### config.mk
export PLATFORM = sky130hd
export DESIGN_NAME = pc_sequencer
export DESIGN_NICKNAME = d
export VERILOG_FILES = /design/src/rtl/beef_pkg.sv /design/src/rtl/pc_sequencer_loop_stack.sv /design/src/rtl/pc_sequencer.sv
export SDC_FILE = /design/constraint.sdc
export NUM_CORES = 1
export LEC_CHECK = 0
export ABC_CLOCK_PERIOD_IN_PS = 8500
export CORE_ASPECT_RATIO = 0.8
export CORE_MARGIN = 2
export CORE_UTILIZATION = 63
export CTS_CLUSTER_DIAMETER = 200
export DETAILED_ROUTE_END_ITERATION = 10
export GPL_TIMING_DRIVEN = 0
export PLACE_DENSITY = 0.81
export SYNTH_ARGS = -nofsm -noshare
export SYNTH_HDL_FRONTEND = slang
export SYNTH_HIERARCHICAL = 1
export SYNTH_SLANG_ARGS = --single-unit
### constraint.sdc
create_clock -name clk -period 8.5 [get_ports clk]
set_clock_uncertainty 0.2 [all_clocks]
set_input_delay 1.7 -clock clk [delete_from_list [all_inputs] [get_ports clk]]
set_output_delay 1.7 -clock clk [all_outputs]
set_load 0.01 [all_outputs]
### src/rtl/beef_pkg.sv
// Shared opcode encodings and sequencer state type for the BeeF core.
package beef_pkg;

  // 9-bit instruction codes; brackets use their ASCII values.
  localparam logic [8:0] OP_NOP   = 9'h000;
  localparam logic [8:0] OP_OPEN  = 9'h05B;
  localparam logic [8:0] OP_CLOSE = 9'h05D;
  localparam logic [8:0] OP_HALT  = 9'h100;

  typedef enum logic [1:0] {
    RUN    = 2'd0,
    SEARCH = 2'd1,
    HALT   = 2'd2
  } seq_state_t;

endpackage

### src/rtl/pc_sequencer_loop_stack.sv
// Loop-address LIFO: holds the pc of each taken '[' until its ']' falls through.
// Top of stack is a combinational read of registered storage.
module loop_stack #(
  parameter int STACK_DEPTH = 16,
  parameter int PC_W        = 16
) (
  input  logic            clk,
  input  logic            reset_n,
  input  logic            push,
  input  logic            pop,
  input  logic [PC_W-1:0] din,
  output logic [PC_W-1:0] top,
  output logic            empty,
  output logic            full
);

  localparam int AW = (STACK_DEPTH > 1) ? $clog2(STACK_DEPTH) : 1;

  logic [PC_W-1:0] mem [0:STACK_DEPTH-1];
  logic [AW:0]     sp;
  logic [AW-1:0]   top_idx;

  assign empty   = (sp == '0);
  assign full    = (sp == (AW+1)'(STACK_DEPTH));
  assign top_idx = sp[AW-1:0] - AW'(1);
  assign top     = mem[top_idx];

  // Stack pointer: the only control state in the stack.
  always_ff @(posedge clk or negedge reset_n) begin
    if (!reset_n) begin
      sp <= '0;
    end else if (push && !full) begin
      sp <= sp + (AW+1)'(1);
    end else if (pop && !empty) begin
      sp <= sp - (AW+1)'(1);
    end
  end

  // Entry storage: written on push, never cleared.
  always_ff @(posedge clk) begin
    if (push && !full) begin
      mem[sp[AW-1:0]] <= din;
    end
  end

endmodule

### src/rtl/pc_sequencer.sv
// Instruction-fetch sequencer for the BeeF core: pc generation, forward
// bracket search, backward jumps through the loop stack, halt and fault.
module pc_sequencer
  import beef_pkg::*;
#(
  parameter int PC_W        = 16,
  parameter int STACK_DEPTH = 16,
  parameter int DEPTH_W     = 8
) (
  input  logic            clk,
  input  logic            reset_n,
  input  logic [8:0]      scan_instruction,
  input  logic            cell_zero,
  input  logic            stall,
  output logic [PC_W-1:0] pc,
  output logic            searching,
  output logic            delay,
  output logic            delayed_op,
  output logic            halted,
  output logic            fault
);

  localparam logic [PC_W-1:0]    PC_MAX    = {PC_W{1'b1}};
  localparam logic [DEPTH_W-1:0] DEPTH_MAX = {DEPTH_W{1'b1}};

  seq_state_t         state_q, state_d;
  logic [PC_W-1:0]    pc_q, pc_d, pc_inc;
  logic [DEPTH_W-1:0] depth_q, depth_d;
  logic               searching_q, searching_d;
  logic               delay_q, delay_d;
  logic               delayed_op_q, delayed_op_d;
  logic               halted_q, halted_d;
  logic               fault_q, fault_d;

  logic               push, pop;
  logic [PC_W-1:0]    top;
  logic               empty, full;

  loop_stack #(
    .STACK_DEPTH (STACK_DEPTH),
    .PC_W        (PC_W)
  ) u_stack (
    .clk     (clk),
    .reset_n (reset_n),
    .push    (push),
    .pop     (pop),
    .din     (pc_q),
    .top     (top),
    .empty   (empty),
    .full    (full)
  );

  assign pc_inc = pc_q + PC_W'(1);

  // State register: everything holds while stalled because the next-state
  // logic returns current values when stall is high.
  always_ff @(posedge clk or negedge reset_n) begin
    if (!reset_n) begin
      state_q      <= RUN;
      pc_q         <= '0;
      depth_q      <= '0;
      searching_q  <= 1'b0;
      delay_q      <= 1'b0;
      delayed_op_q <= 1'b0;
      halted_q     <= 1'b0;
      fault_q      <= 1'b0;
    end else begin
      state_q      <= state_d;
      pc_q         <= pc_d;
      depth_q      <= depth_d;
      searching_q  <= searching_d;
      delay_q      <= delay_d;
      delayed_op_q <= delayed_op_d;
      halted_q     <= halted_d;
      fault_q      <= fault_d;
    end
  end

  // Next-state decode of the instruction at pc for each sequencer state.
  always_comb begin
    state_d      = state_q;
    pc_d         = pc_q;
    depth_d      = depth_q;
    searching_d  = searching_q;
    delay_d      = 1'b0;
    delayed_op_d = delayed_op_q;
    halted_d     = halted_q;
    fault_d      = fault_q;
    push         = 1'b0;
    pop          = 1'b0;

    if (!stall) begin
      case (state_q)
        RUN: begin
          if (scan_instruction == OP_OPEN) begin
            if (cell_zero) begin
              depth_d     = DEPTH_W'(1);
              searching_d = 1'b1;
              state_d     = SEARCH;
              pc_d        = pc_inc;
            end else if (full) begin
              fault_d  = 1'b1;
              halted_d = 1'b1;
              state_d  = HALT;
            end else begin
              push = 1'b1;
              pc_d = pc_inc;
            end
          end else if (scan_instruction == OP_CLOSE) begin
            if (empty) begin
              fault_d  = 1'b1;
              halted_d = 1'b1;
              state_d  = HALT;
            end else if (!cell_zero) begin
              // Jump back to the instruction after the matching '['; the
              // entry stays stacked for the next iteration.
              pc_d         = top + PC_W'(1);
              delay_d      = 1'b1;
              delayed_op_d = 1'b1;
            end else begin
              pop  = 1'b1;
              pc_d = pc_inc;
            end
          end else if (scan_instruction == OP_HALT) begin
            halted_d = 1'b1;
            state_d  = HALT;
          end else begin
            pc_d = pc_inc;
          end
        end

        SEARCH: begin
          pc_d = pc_inc;
          if (scan_instruction == OP_CLOSE && depth_q == DEPTH_W'(1)) begin
            searching_d  = 1'b0;
            depth_d      = '0;
            delay_d      = 1'b1;
            delayed_op_d = 1'b0;
            state_d      = RUN;
          end else if ((scan_instruction == OP_OPEN && depth_q == DEPTH_MAX) ||
                       pc_q == PC_MAX) begin
            // Nesting overflow or no match before the end of memory.
            pc_d        = pc_q;
            searching_d = 1'b0;
            fault_d     = 1'b1;
            halted_d    = 1'b1;
            state_d     = HALT;
          end else if (scan_instruction == OP_OPEN) begin
            depth_d = depth_q + DEPTH_W'(1);
          end else if (scan_instruction == OP_CLOSE) begin
            depth_d = depth_q - DEPTH_W'(1);
          end
        end

        HALT: begin
          searching_d = 1'b0;
        end

        default: begin
          searching_d = 1'b0;
          fault_d     = 1'b1;
          halted_d    = 1'b1;
          state_d     = HALT;
        end
      endcase
    end
  end

  assign pc         = pc_q;
  assign searching  = searching_q;
  assign delay      = delay_q & ~stall;
  assign delayed_op = delayed_op_q;
  assign halted     = halted_q;
  assign fault      = fault_q;

endmodule

==> results.ini <==
[worst_setup_path]
path_cells=clkdlybuf4s50_1 -> nor4b_2 -> nand3_1 -> nor4b_1 -> clkbuf_1 -> o21ai_0 -> fa_1 -> a21o_1 -> a2111oi_0 -> a211oi_1 -> nor3_1
end_kind=flip-flop
r2r-start=u_stack/sp[0]
required_ns=8.75
worst_ep_arrival_time_ns=5.60
reg2reg_setup_slack_ns=3.90
crit_path_start=scan_instruction[5]
path_class=in -> reg
startpoint_type=input port
critPathMaxFanout=10
crit_path_top_delay_cell=nor4b_1
reg2reg_to=pc[15]
ff2ff_path_depth=15
endpoint=u_stack/sp[4]
cpPeakStageDelay_ns=0.55

[clocking]
cts-resized-gates=0
clock-sinks=292
cts_buffers=29
clock_latency_ns=0.54
cts.clk_slew.worst_paths_ns=0.06
ctsHoldBuffers=0
post_cts_buffers=0
cts_tree=yes
clockRootBuffer=clkbuf_16
htreeDepth=1
clock_path_buffers=3

[pwr]
p_per_area_mw_per_mm2=218.0
vdd_ir_drop_max_v=0.0002537
p_leak_nw=4.933

[yosys]
synthAdderAreaFrac_pct=1.415
yosysTopAreaCell=edfxtp_1
seq_area_frac_synth_pct=66.53
synth_top_area_share_pct=59.55
synth_xor_area_share_pct=1.502
synth_common_cells=256 x edfxtp_1, 153 x nand2_1, 53 x nand3_1
synth_top_family_by_area=simple AND/OR/NAND/NOR gates
synthDistinctLibCells=66
syn_inst=915
yosysWarnings=6
synth-simple-area-share_pct=11.66
netlist_area_mm2=0.01291
muxShareOfSynthArea_pct=8.646
syn_nets=942
ys.flop_type=edfxtp_1
yosysMostFrequentCell=edfxtp_1
synth_area_leaders=edfxtp_1 60%, dfrtp_1 7.0%, mux4_2 5.6%, nand2_1 4.4%, mux2i_1 2.7%
synth_edf_count=256
synth-compound-area-share_pct=8.093
synthArstFlopShare_pct=12.33
syn_area_per_cell_um2=14.11
synth-seq-cells=292

[die]
core_mm2=0.01997
die_area_mm2=0.02166
start_util_pct=64.63
die_h_um=132.0
ioPinCount=34
rows=46
dieWidth_um=164.0

[job]
maxCapViolCount=0

[timing]
max_slew_margin_pct=31.91
final_hold_viol_count=0
setup_viol=0
rsz0062_at_grt=false
max_freq_ghz=0.1868
period_needed_ns=5.354
finalSetupTns_ns=0
period_share_pct=62.99
drv_slew=0
worst_pin_slew_ns=1.020
setup_slack_ns=3.146

[finish]
syn2layout_area_growth_pct=12.67
antenna_cells=0
drive_gt1_share_pct=14.76
fin_nets=1009

[global_routing]
grt_max_degree=37
antenna_found_initial=0
grt_usage_pct=28.74
grt_pass1_wl_um=46510
grt_pass1_vias=7995
globalRoute.totalOverflow=0

[placed_design]
numPortBuffers=33
gp_congestion=0.9513
dp_slack_ns=2.613
post-dp-hpwl_um=20140

[run_status]
status=finished, final reports clean

[routing]
dr.pass1.iters=6
wl_per_cell_um=24.22
wirelength_um=30680
viasPerCell=6.602
drt_iter0_markers=1334
postRouteAntennaNets=0
vias=8365
drc=0

[hold_path]
hold_depth=1
hold_class=reg -> reg

[layout make-up]
cell class	instances	area, um^2
buffer	45	232.7
clock buffer	38	769.5
clock inverter	14	143.9
fill	1281	5428
inverter	12	45.04
multi-input combinational	566	4075
sequential	292	8588
tap	264	330.3
timing repair buffer	36	359.1
[critical path, delay by kind of cell]
kind,cells,cell delay [ns]
AOI/OAI and AO/OA,4,1.07
adders and majority gates,1,0.48
buffers and inverters,2,0.80
and+or+nand+nor,4,1.54
[cell families after synthesis]
kind of cell             count (synthesis)
adder cells (fa/ha/maj)                 14
AND/OR/NAND/NOR                        317
AO/OA/AOI/OAI                          144
multiplexers                            71
flip-flops                             292
buffers and inverters                   57
XOR/XNOR                                20
[cell usage in the layout (no fill, tap or decap), types with 5 or more instances in the layout]
cell	synthesis	layout
ha_1	13	13
nand2_1	153	153
a221oi_1	16	16
mux4_2	32	32
nor3_1	5	5
clkdlybuf4s50_1	0	32
and3_1	6	6
o21ai_0	16	16
nand3_1	53	53
a21oi_2	11	11
xnor2_1	8	8
a31oi_1	23	23
mux2i_1	35	35
nand4_1	10	10
or3_1	9	9
a21oi_1	23	23
nand2b_1	8	8
a32o_1	16	16
nor2_1	40	27
o31ai_1	6	6
clkinv_2	0	6
clkbuf_1	15	23
nor2_2	0	13
dfrtp_1	36	36
buf_4	4	5
inv_1	12	12
a21o_1	5	5
buf_2	21	22
clkbuf_16	0	29
xor2_1	11	11
edfxtp_1	256	256
nor4_1	6	6
[where the power goes]
group | internal, W | switching (W) | total (W)
clock network | 0.000724 | 0.000506 | 0.00123
logic | 0.0000828 | 0.0000969 | 0.000180
registers | 0.00164 | 0.000122 | 0.00176
[worst min path at each step]
| stage | endpoint | from | slack (ns) |
|---|---|---|---|
| 3_3_place_gp | fault | fault | 0.25 |
| 4_1_cts | fault | fault | 0.28 |
| 6_report | fault | fault | 0.28 |
| 5_1_grt | fault | fault | 0.31 |
| 2_1_floorplan | depth_q[6] | depth_q[6] | 0.27 |
| 3_5_place_dp | fault | fault | 0.25 |
[stage by stage]
| stage | utilization, % | cell area (um^2) | instances | hold slack (ns) | total power [W] |
|---|---|---|---|---|---|
| floorplan | - | 12910 | 915 | 0.2732 | 0.001829 |
| global placement | 67.94 | 13570 | 1212 | 0.2521 | 0.001956 |
| detailed placement | 68.22 | 13630 | 1215 | 0.2486 | 0.001965 |
| CTS | 72.80 | 14540 | 1267 | 0.2755 | 0.003175 |
| global route | 72.82 | 14540 | 1267 | 0.3078 | 0.003260 |
| finish | 72.82 | 14540 | 1267 | 0.2785 | 0.003171 |
[registers in the layout, summed over array words and instances (netlist names)]
| register | cells |
|---|---|
| halted | 1 |
| u_stack/mem | 256 |
| delayed_op | 1 |
| pc | 16 |
| u_stack/sp | 5 |
| searching | 1 |
| fault | 1 |
| delay_q | 1 |
| depth_q | 8 |
| state_q | 2 |
[metal layers]
| metal | global-route usage (%) | vias to the layer above | routed length, um | part of all wire (%) |
|---|---|---|---|---|
| met3 | 6.197 | 75 | 3299 | 11 |
| met1 | 43.07 | 4114 | 12380 | 40 |
| met5 | 0 | - | 0 | 0 |
| li1 | - | 3679 | - | - |
| met4 | 7.456 | 0 | 891 | 2.9 |
| met2 | 43.63 | 497 | 14110 | 46 |
No activity file was read; power rests on OpenSTA's default activity.
